## src/rtl/load_store_unit_if.sv

```systemverilog
// load_store_unit_if: datapath request/response and data-memory port bundle
interface load_store_unit_if #(parameter int DATA_WIDTH = 32);
  logic                  req_valid;
  logic                  req_ready;
  logic                  req_write;
  logic [1:0]            req_size;
  logic                  req_unsigned;
  logic [DATA_WIDTH-1:0] req_addr;
  logic [DATA_WIDTH-1:0] req_wdata;
  logic                  resp_valid;
  logic [DATA_WIDTH-1:0] resp_rdata;
  logic                  resp_error;
  logic [DATA_WIDTH-1:0] mem_address;
  logic [DATA_WIDTH-1:0] mem_write_data;
  logic                  mem_write;
  logic                  mem_read;
  logic [DATA_WIDTH-1:0] mem_read_data;
  modport slave (
    input  req_valid, req_write, req_size, req_unsigned, req_addr, req_wdata, mem_read_data,
    output req_ready, resp_valid, resp_rdata, resp_error, mem_address, mem_write_data, mem_write, mem_read
  );
  modport master (
    output req_valid, req_write, req_size, req_unsigned, req_addr, req_wdata, mem_read_data,
    input  req_ready, resp_valid, resp_rdata, resp_error, mem_address, mem_write_data, mem_write, mem_read
  );
endinterface

```

## src/rtl/load_store_unit.sv

```systemverilog
// load_store_unit: byte/half/word loads and stores over a word-addressed memory, sub-word stores by read-modify-write
module load_store_unit #(parameter int DATA_WIDTH = 32) (
  input logic clk,
  input logic reset,
  load_store_unit_if.slave bus
);
  typedef enum logic [1:0] {IDLE, READ, WRITE, RESP} lsuState;
  lsuState state, nextState;
  logic [DATA_WIDTH-1:0] addrReg, wdataReg, mergeReg, rdataReg;
  logic [DATA_WIDTH-1:0] loadData, mergeData, laneMask, laneData;
  logic [1:0] sizeReg;
  logic unsReg, writeReg, errorReg, accept, misaligned;
  logic [7:0] byteSel;
  logic [15:0] halfSel;
  assign accept = state == IDLE && bus.req_valid;
  assign misaligned = bus.req_size == 2'b11 || (bus.req_size == 2'b01 && bus.req_addr[0]) ||
                      (bus.req_size == 2'b10 && bus.req_addr[1:0] != 2'b00);
  // state register; reset aborts any request in flight
  always_ff @(posedge clk) begin
    if (reset) state <= IDLE;
    else state <= nextState;
  end
  // next state: word stores skip the read, sub-word stores read then write
  always_comb begin
    nextState = state;
    unique case (state)
      IDLE:  if (accept) nextState = misaligned ? RESP : (bus.req_write && bus.req_size == 2'b10) ? WRITE : READ;
      READ:  nextState = writeReg ? WRITE : RESP;
      WRITE: nextState = RESP;
      RESP:  nextState = IDLE;
    endcase
  end
  // outputs; memory strobes are gated by reset so an aborted store never writes
  always_comb begin
    bus.req_ready = state == IDLE;
    bus.resp_valid = state == RESP;
    bus.resp_rdata = rdataReg;
    bus.resp_error = errorReg;
    bus.mem_read = !reset && state == READ;
    bus.mem_write = !reset && state == WRITE;
    bus.mem_write_data = state == WRITE ? (sizeReg == 2'b10 ? wdataReg : mergeReg) : '0;
    bus.mem_address = {addrReg[DATA_WIDTH-1:2], 2'b00};
  end
  // lane extraction for loads and lane merge for sub-word stores
  always_comb begin
    byteSel = bus.mem_read_data[{addrReg[1:0], 3'b000} +: 8];
    halfSel = bus.mem_read_data[{addrReg[1], 4'b0000} +: 16];
    loadData = sizeReg == 2'b00 ? {{24{~unsReg & byteSel[7]}}, byteSel} :
               sizeReg == 2'b01 ? {{16{~unsReg & halfSel[15]}}, halfSel} : bus.mem_read_data;
    laneMask = sizeReg == 2'b00 ? 32'h0000_00FF << {addrReg[1:0], 3'b000} : 32'h0000_FFFF << {addrReg[1], 4'b0000};
    laneData = sizeReg == 2'b00 ? {4{wdataReg[7:0]}} : {2{wdataReg[15:0]}};
    mergeData = (bus.mem_read_data & ~laneMask) | (laneData & laneMask);
  end
  // request latch, RMW merge word and response registers held until the next response
  always_ff @(posedge clk) begin
    if (reset) begin
      addrReg <= '0;
      wdataReg <= '0;
      sizeReg <= '0;
      unsReg <= 1'b0;
      writeReg <= 1'b0;
      mergeReg <= '0;
      rdataReg <= '0;
      errorReg <= 1'b0;
    end else begin
      if (accept) begin
        addrReg <= bus.req_addr;
        wdataReg <= bus.req_wdata;
        sizeReg <= bus.req_size;
        unsReg <= bus.req_unsigned;
        writeReg <= bus.req_write;
        if (misaligned) begin
          rdataReg <= '0;
          errorReg <= 1'b1;
        end
      end
      if (state == READ && !writeReg) begin
        rdataReg <= loadData;
        errorReg <= 1'b0;
      end
      if (state == READ && writeReg) mergeReg <= mergeData;
      if (state == WRITE) begin
        rdataReg <= '0;
        errorReg <= 1'b0;
      end
    end
  end
endmodule

```

## src/flat_wrapper.sv

```systemverilog
// flat-port wrapper written by rule: the top's interface ports become plain ports
module load_store_unit_flat 
#(parameter int DATA_WIDTH = 32)
  (clk, reset, bus_req_valid, bus_req_write, bus_req_size, bus_req_unsigned, bus_req_addr, bus_req_wdata, bus_mem_read_data, bus_req_ready, bus_resp_valid, bus_resp_rdata, bus_resp_error, bus_mem_address, bus_mem_write_data, bus_mem_write, bus_mem_read);
  load_store_unit_if #(.DATA_WIDTH(DATA_WIDTH)) bus_i ();
  input logic clk;
  input logic reset;
  input wire logic [$bits(bus_i.req_valid)-1:0] bus_req_valid;
  input wire logic [$bits(bus_i.req_write)-1:0] bus_req_write;
  input wire logic [$bits(bus_i.req_size)-1:0] bus_req_size;
  input wire logic [$bits(bus_i.req_unsigned)-1:0] bus_req_unsigned;
  input wire logic [$bits(bus_i.req_addr)-1:0] bus_req_addr;
  input wire logic [$bits(bus_i.req_wdata)-1:0] bus_req_wdata;
  input wire logic [$bits(bus_i.mem_read_data)-1:0] bus_mem_read_data;
  output wire logic [$bits(bus_i.req_ready)-1:0] bus_req_ready;
  output wire logic [$bits(bus_i.resp_valid)-1:0] bus_resp_valid;
  output wire logic [$bits(bus_i.resp_rdata)-1:0] bus_resp_rdata;
  output wire logic [$bits(bus_i.resp_error)-1:0] bus_resp_error;
  output wire logic [$bits(bus_i.mem_address)-1:0] bus_mem_address;
  output wire logic [$bits(bus_i.mem_write_data)-1:0] bus_mem_write_data;
  output wire logic [$bits(bus_i.mem_write)-1:0] bus_mem_write;
  output wire logic [$bits(bus_i.mem_read)-1:0] bus_mem_read;
  assign bus_i.req_valid = bus_req_valid;
  assign bus_i.req_write = bus_req_write;
  assign bus_i.req_size = bus_req_size;
  assign bus_i.req_unsigned = bus_req_unsigned;
  assign bus_i.req_addr = bus_req_addr;
  assign bus_i.req_wdata = bus_req_wdata;
  assign bus_i.mem_read_data = bus_mem_read_data;
  assign bus_req_ready = bus_i.req_ready;
  assign bus_resp_valid = bus_i.resp_valid;
  assign bus_resp_rdata = bus_i.resp_rdata;
  assign bus_resp_error = bus_i.resp_error;
  assign bus_mem_address = bus_i.mem_address;
  assign bus_mem_write_data = bus_i.mem_write_data;
  assign bus_mem_write = bus_i.mem_write;
  assign bus_mem_read = bus_i.mem_read;
  load_store_unit #(.DATA_WIDTH(DATA_WIDTH)) u_core (.clk(clk), .reset(reset), .bus(bus_i));
endmodule
```

## config.mk

```make
export PLATFORM = sky130hd
export DESIGN_NAME = load_store_unit_flat
export DESIGN_NICKNAME = d
export VERILOG_FILES = /design/src/rtl/load_store_unit_if.sv /design/src/rtl/load_store_unit.sv /design/src/flat_wrapper.sv
export SDC_FILE = /design/constraint.sdc
export NUM_CORES = 1
export LEC_CHECK = 0
export ABC_AREA = 0
export BUFFER_PORTS_ARGS = -buffer_cell sky130_fd_sc_hd__buf_2
export CAP_MARGIN = 20
export CELL_PAD_IN_SITES_DETAIL_PLACEMENT = 0
export CELL_PAD_IN_SITES_GLOBAL_PLACEMENT = 1
export CORE_ASPECT_RATIO = 2
export CORE_MARGIN = 3
export CORE_UTILIZATION = 40
export CTS_CLUSTER_SIZE = 10
export DETAILED_ROUTE_END_ITERATION = 8
export PLACE_DENSITY_LB_ADDON = 0.1
export SLEW_MARGIN = 5
export SYNTH_ARGS = -nofsm -noshare
export SYNTH_HDL_FRONTEND = slang
export SYNTH_SLANG_ARGS = --single-unit
```

## constraint.sdc

```tcl
create_clock -name clk -period 5 [get_ports clk]
set_input_delay 1 -clock clk [delete_from_list [all_inputs] [get_ports clk]]
set_output_delay 1 -clock clk [all_outputs]
set_load 0.02 [all_outputs]
```

; ---- Word level (Yosys, flattened, before mapping)
; Index checks and enable logic that the tools add are counted.
[word_totals]
regBits = 135
in_bits = 103
output_inout_bits = 101
elab_cells = 64
[classes]
n_eq_ne = 9
shifts = 4
mux = 14
n_bitwise = 7
n_reduce_logical = 21
[ops]
columns = operator, n
row1 = two-way mux 32 bit, 9
row2 = bitwise AND 32 bit, 2
row3 = inverter 32 bit, 1
row4 = OR 32 bit, 1
row5 = indexed part select 32 x 6 -> 16 bit, 1
row6 = indexed part select 32 x 6 -> 8 bit, 1
row7 = << shifter 16 x 5 -> 32 bit (first input constant), 1
row8 = << shifter 8 x 5 -> 32 bit (first input constant), 1
row9 = == test 2 bit (second input constant), 5
row10 = logical AND 1 bit, 8
row11 = one-hot mux 2 bit (4 select lines), 1
row12 = == test 2 x 1 -> 1 bit (second input constant), 3
row13 = two-way mux 2 bit, 3
row14 = nonzero test 2 bit, 3
row15 = logical NOT 2 bit, 2
row16 = AND reduction 2 bit, 2
row17 = OR reduction 3 bit, 1
row18 = bitwise AND 1 bit, 2
row19 = logical NOT 1 bit, 2
row20 = logical OR 1 bit, 2
row21 = != test 2 x 1 -> 1 bit (second input constant), 1
row22 = OR reduction 2 bit, 1
row23 = two-way mux 1 bit, 1
row24 = inverter 1 bit, 1

; ---- Longest topological paths before layout
[depth]
word_depth = 7
ltp_mapped = 8
ltp_nobuf = 6

; ---- Least setup slack after synthesis
; Ideal clock, no wire load.
[synth_timing]
kind = flip-flop to output port
from = register u_core.sizeReg[1]
to = output bus_mem_write_data[2]
arrival_ns = 1.607
required_time_ns = 4.000
slack_ns = 2.393
path_stages_with_launch = 7
n_path_buf = 2
cell_sequence = dfxtp_1 -> buf_2 -> inv_2 -> nor2_2 -> buf_2 -> nand2_1 -> a21boi_0
[synth_via]
elab_chain_len = 3
[synth_lines]
columns = element, line
row1 = from (decl), load_store_unit.sv:11  ; logic [1:0] sizeReg;
row2 = from (signal assigned), load_store_unit.sv:69  ; sizeReg <= bus.req_size;
row3 = == test 2 bit, load_store_unit.sv:41  ; bus.mem_write_data = state == WRITE ? (sizeReg == 2'b10 ? wdataReg : mergeReg) : '0;
row4 = two-way mux 32 bit (2 in series), load_store_unit.sv:41
row5 = to (decl), flat_wrapper.sv:20  ; output wire logic [$bits(bus_i.mem_write_data)-1:0] bus_mem_write_data;
; Every way passes these cells.

; ---- Worst setup path in the final report
[layout_timing]
from = register u_core.sizeReg[1]
to = output bus_mem_write_data[26]
; The elaborated chain is that of the path after synthesis.

==> flow_summary.json <==
{
  "status": "complete, no violations",
  "worst_hold_path.num_cells": 2,
  "timing.setup.tns_ns": 0,
  "timing.max_slew.rel_slack_pct": 35.7,
  "initial_utilization_pct": 41.1,
  "most_instantiated_library_cell_after_synthesis": "sky130_fd_sc_hd__nand2_1",
  "regToRegStartpoint": "u_core.state[0]",
  "drt_first_iter_violations": 237,
  "timing.critical_path.required_ns": 4.00,
  "rows": 65,
  "ctsLongestPathBuffers": 2,
  "irDropWorstVdd_mv": 0.269,
  "sequential_cell_area_fraction_in_the_yosys_report_pct": 41.3,
  "setup_viol_count_final": 0,
  "postCtsResizedCells": 0,
  "io_pins": 204,
  "numCtsBuffers": 17,
  "timing.critical_path.from_type": "register",
  "cap_violations": 0,
  "floorplan.die_area_um2": 18000,
  "postCtsHoldBufs": 0,
  "crit_fanout": 32,
  "yosysTopAreaCell": "sky130_fd_sc_hd__dfxtp_1",
  "gp_congestion": 0.920,
  "post-route-drc-count": 0,
  "synthFlopType": "sky130_fd_sc_hd__dfxtp_1",
  "final.setup_skew_ns": 0.0120,
  "grt_pass1_vias": 6086,
  "final-max-slew-violation-count": 0,
  "port_buffers": 201,
  "layout_worst_path_cycle_share_pct": 71.4,
  "clock_latency_ns": 0.42,
  "fillers": 1645,
  "synth.top_cells.by_area": "sky130_fd_sc_hd__dfxtp_1 (41%), sky130_fd_sc_hd__nand2_1 (12%), sky130_fd_sc_hd__a21oi_1 (5.3%), sky130_fd_sc_hd__mux2i_1 (5.0%), sky130_fd_sc_hd__buf_4 (4.4%)",
  "total_power_consumption_of_the_routed_design_mw": 4.01,
  "global_route_wire_length_before_repair_um": 32400,
  "tightestPinTransition_ns": 0.957,
  "leakage_nw": 3.45,
  "avg_cell_area_syn_um2": 8.43,
  "dp_hpwl_um": 15300,
  "fmax_mhz": 280,
  "route.detailed.wl_per_inst_um": 18.3,
  "hold_start": "u_core.addrReg[4]",
  "routed_vias_inst": 5.37,
  "timing.critical_path.from": "u_core.sizeReg[1]",
  "synth_seq_cells": 135,
  "timing_worst_setup_path_type": "reg -> out",
  "area_growth_syn_to_layout_pct": 22.2,
  "timing.final.crit_period_ns": 3.57,
  "crit_path_top_delay_cell": "sky130_fd_sc_hd__dfxtp_1",
  "clock_pin_slew_worst_setup_and_hold_paths_ns": 0.06,
  "worstSetupEndpointType": "output pin",
  "nets": 1021,
  "detail_route.wirelength_um": 20700,
  "clock_tree.htree_level_count": 4,
  "rsz_0062_raised_after_global_routing": "false",
  "synth-warning-count": 0,
  "postSynthCellCount": 777,
  "globalRouteOverflowTotal": 0,
  "worstPathCellList": "inv_2, nor2_2, buf_4, nand2_1, a21boi_1, buf_2",
  "yosysTopAreaCellShare_pct": 41.3,
  "die_span_in_x_um": 96.5,
  "grt.total_usage_pct": 23.2,
  "antenna_found_initial": 0,
  "die-height_um": 187,
  "timing.critical_path.arrival_ns": 2.57,
  "finalHoldViolCount": 0,
  "netlist_top_cells_count": "sky130_fd_sc_hd__nand2_1 (205), sky130_fd_sc_hd__dfxtp_1 (135), sky130_fd_sc_hd__a21oi_1 (69)",
  "synth_async_sr_flop_share_pct": 0,
  "ant_nets": 0,
  "clockRootBuffer": "sky130_fd_sc_hd__clkbuf_16",
  "cts_post_setup_buffers_inserted": 0,
  "cts.sink_count": 135,
  "power_density_nw_per_um2": 500,
  "drive_gt1_share_pct": 29.5,
  "worstRegToRegCells": 6,
  "core-area_um2": 15900,
  "syn-cell-area_um2": 6550,
  "worst_path_largest_cell_delay_ns": 0.90,
  "min-delay-path-class": "reg -> reg",
  "synth_enable_flop_cells": 0,
  "vias": 6055,
  "firstDrtPassIters": 4,
  "synth_cell_type_count": 48,
  "antennaDiodeCount": 0,
  "tritoncts_clock_tree": "done",
  "grt_max_degree": 69
}
final timing paths:
check / slack [ns] / to
max reg2reg: 2.56 / u_core.bus.resp_rdata[29]
min: 0.45 / u_core.addrReg[4]
min reg2reg: 0.45 / u_core.addrReg[4]
max: 1.43 / bus_mem_write_data[26]
report_power, final:
| group | switching, mW | internal [mW] |
|---|---|---|
| clock network | 0.501 | 0.804 |
| registers | 0.143 | 1.27 |
| logic | 0.801 | 0.489 |
| total | 1.45 | 2.56 |
kinds of logic after synthesis:
kind of cell             Yosys count  share of synthesized area, %
AO/OA/AOI/OAI                    205                          22.0
adder cells (fa/ha/maj)            5                         0.955
buffers and inverters            106                          8.67
flip-flops                       135                          41.3
multiplexers                      51                          9.44
other                              1                        0.0573
AND/OR/NAND/NOR                  274                          17.6
metal layers:
| metal | vias up | GRT usage (%) | routed length (um) |
|---|---|---|---|
| li1 | 2943 | - | - |
| met1 | 2838 | 26.9 | 7820 |
| met2 | 226 | 38.7 | 10500 |
| met3 | 48 | 5.19 | 1340 |
| met4 | 0 | 12.4 | 985 |
| met5 | - | 0 | 0 |
worst max-delay path, delay by kind of cell (launching register included):
| family | cells | cell delay [ns] |
|---|---|---|
| simple gates | 2 | 0.23 |
| buf+inv | 3 | 0.79 |
| flops | 1 | 0.90 |
| compound gates | 1 | 0.21 |
area by class of cell:
cell class              instances  area (um^2)  share of cell area, %
clock buffers                  19          443                   5.53
clock inverters                13          170                   2.13
inverters                      11         41.3                  0.516
multi-input cells             537         3290                   41.0
flip-flops and latches        135         2700                   33.8
well taps                     201          251                   3.14
repair buffers                211         1110                   13.9
stage by stage:
stage	hold WS, ns	setup WS, ns	instance area [um^2]	util (%)	instances
floorplan	0.437	2.39	6550	-	778
global placement	0.438	1.94	7350	46.1	1093
detailed placement	0.443	1.85	7360	46.2	1094
CTS	0.452	1.39	7980	50.0	1126
global route	0.468	1.18	8010	50.2	1127
finish	0.451	1.43	8010	50.2	1127
placed cells by master, fill, tap and decap left out, drive strengths merged, types with 10 or more instances in the layout:
| master | synthesis | layout |
|---|---|---|
| buf | 63 | 211 |
| nand2 | 205 | 205 |
| dfxtp | 135 | 135 |
| a21oi | 70 | 70 |
| mux2i | 34 | 34 |
| o22ai | 32 | 32 |
| a21boi | 32 | 32 |
| nor2 | 27 | 27 |
| nand2b | 24 | 24 |
| a221o | 23 | 23 |
| clkbuf | 32 | 19 |
| a211oi | 16 | 16 |
| inv | 11 | 15 |
| mux2 | 10 | 10 |
sequential cells by signal, indices dropped and copies added, names as in the netlist:
name	flops
u_core.addrReg	32
u_core.bus.resp_rdata	32
u_core.mergeReg	32
u_core.wdataReg	32
u_core.sizeReg	2
u_core.state	2
u_core.bus.resp_error	1
u_core.unsReg	1
u_core.writeReg	1
Power figures use the tool's default switching activity.
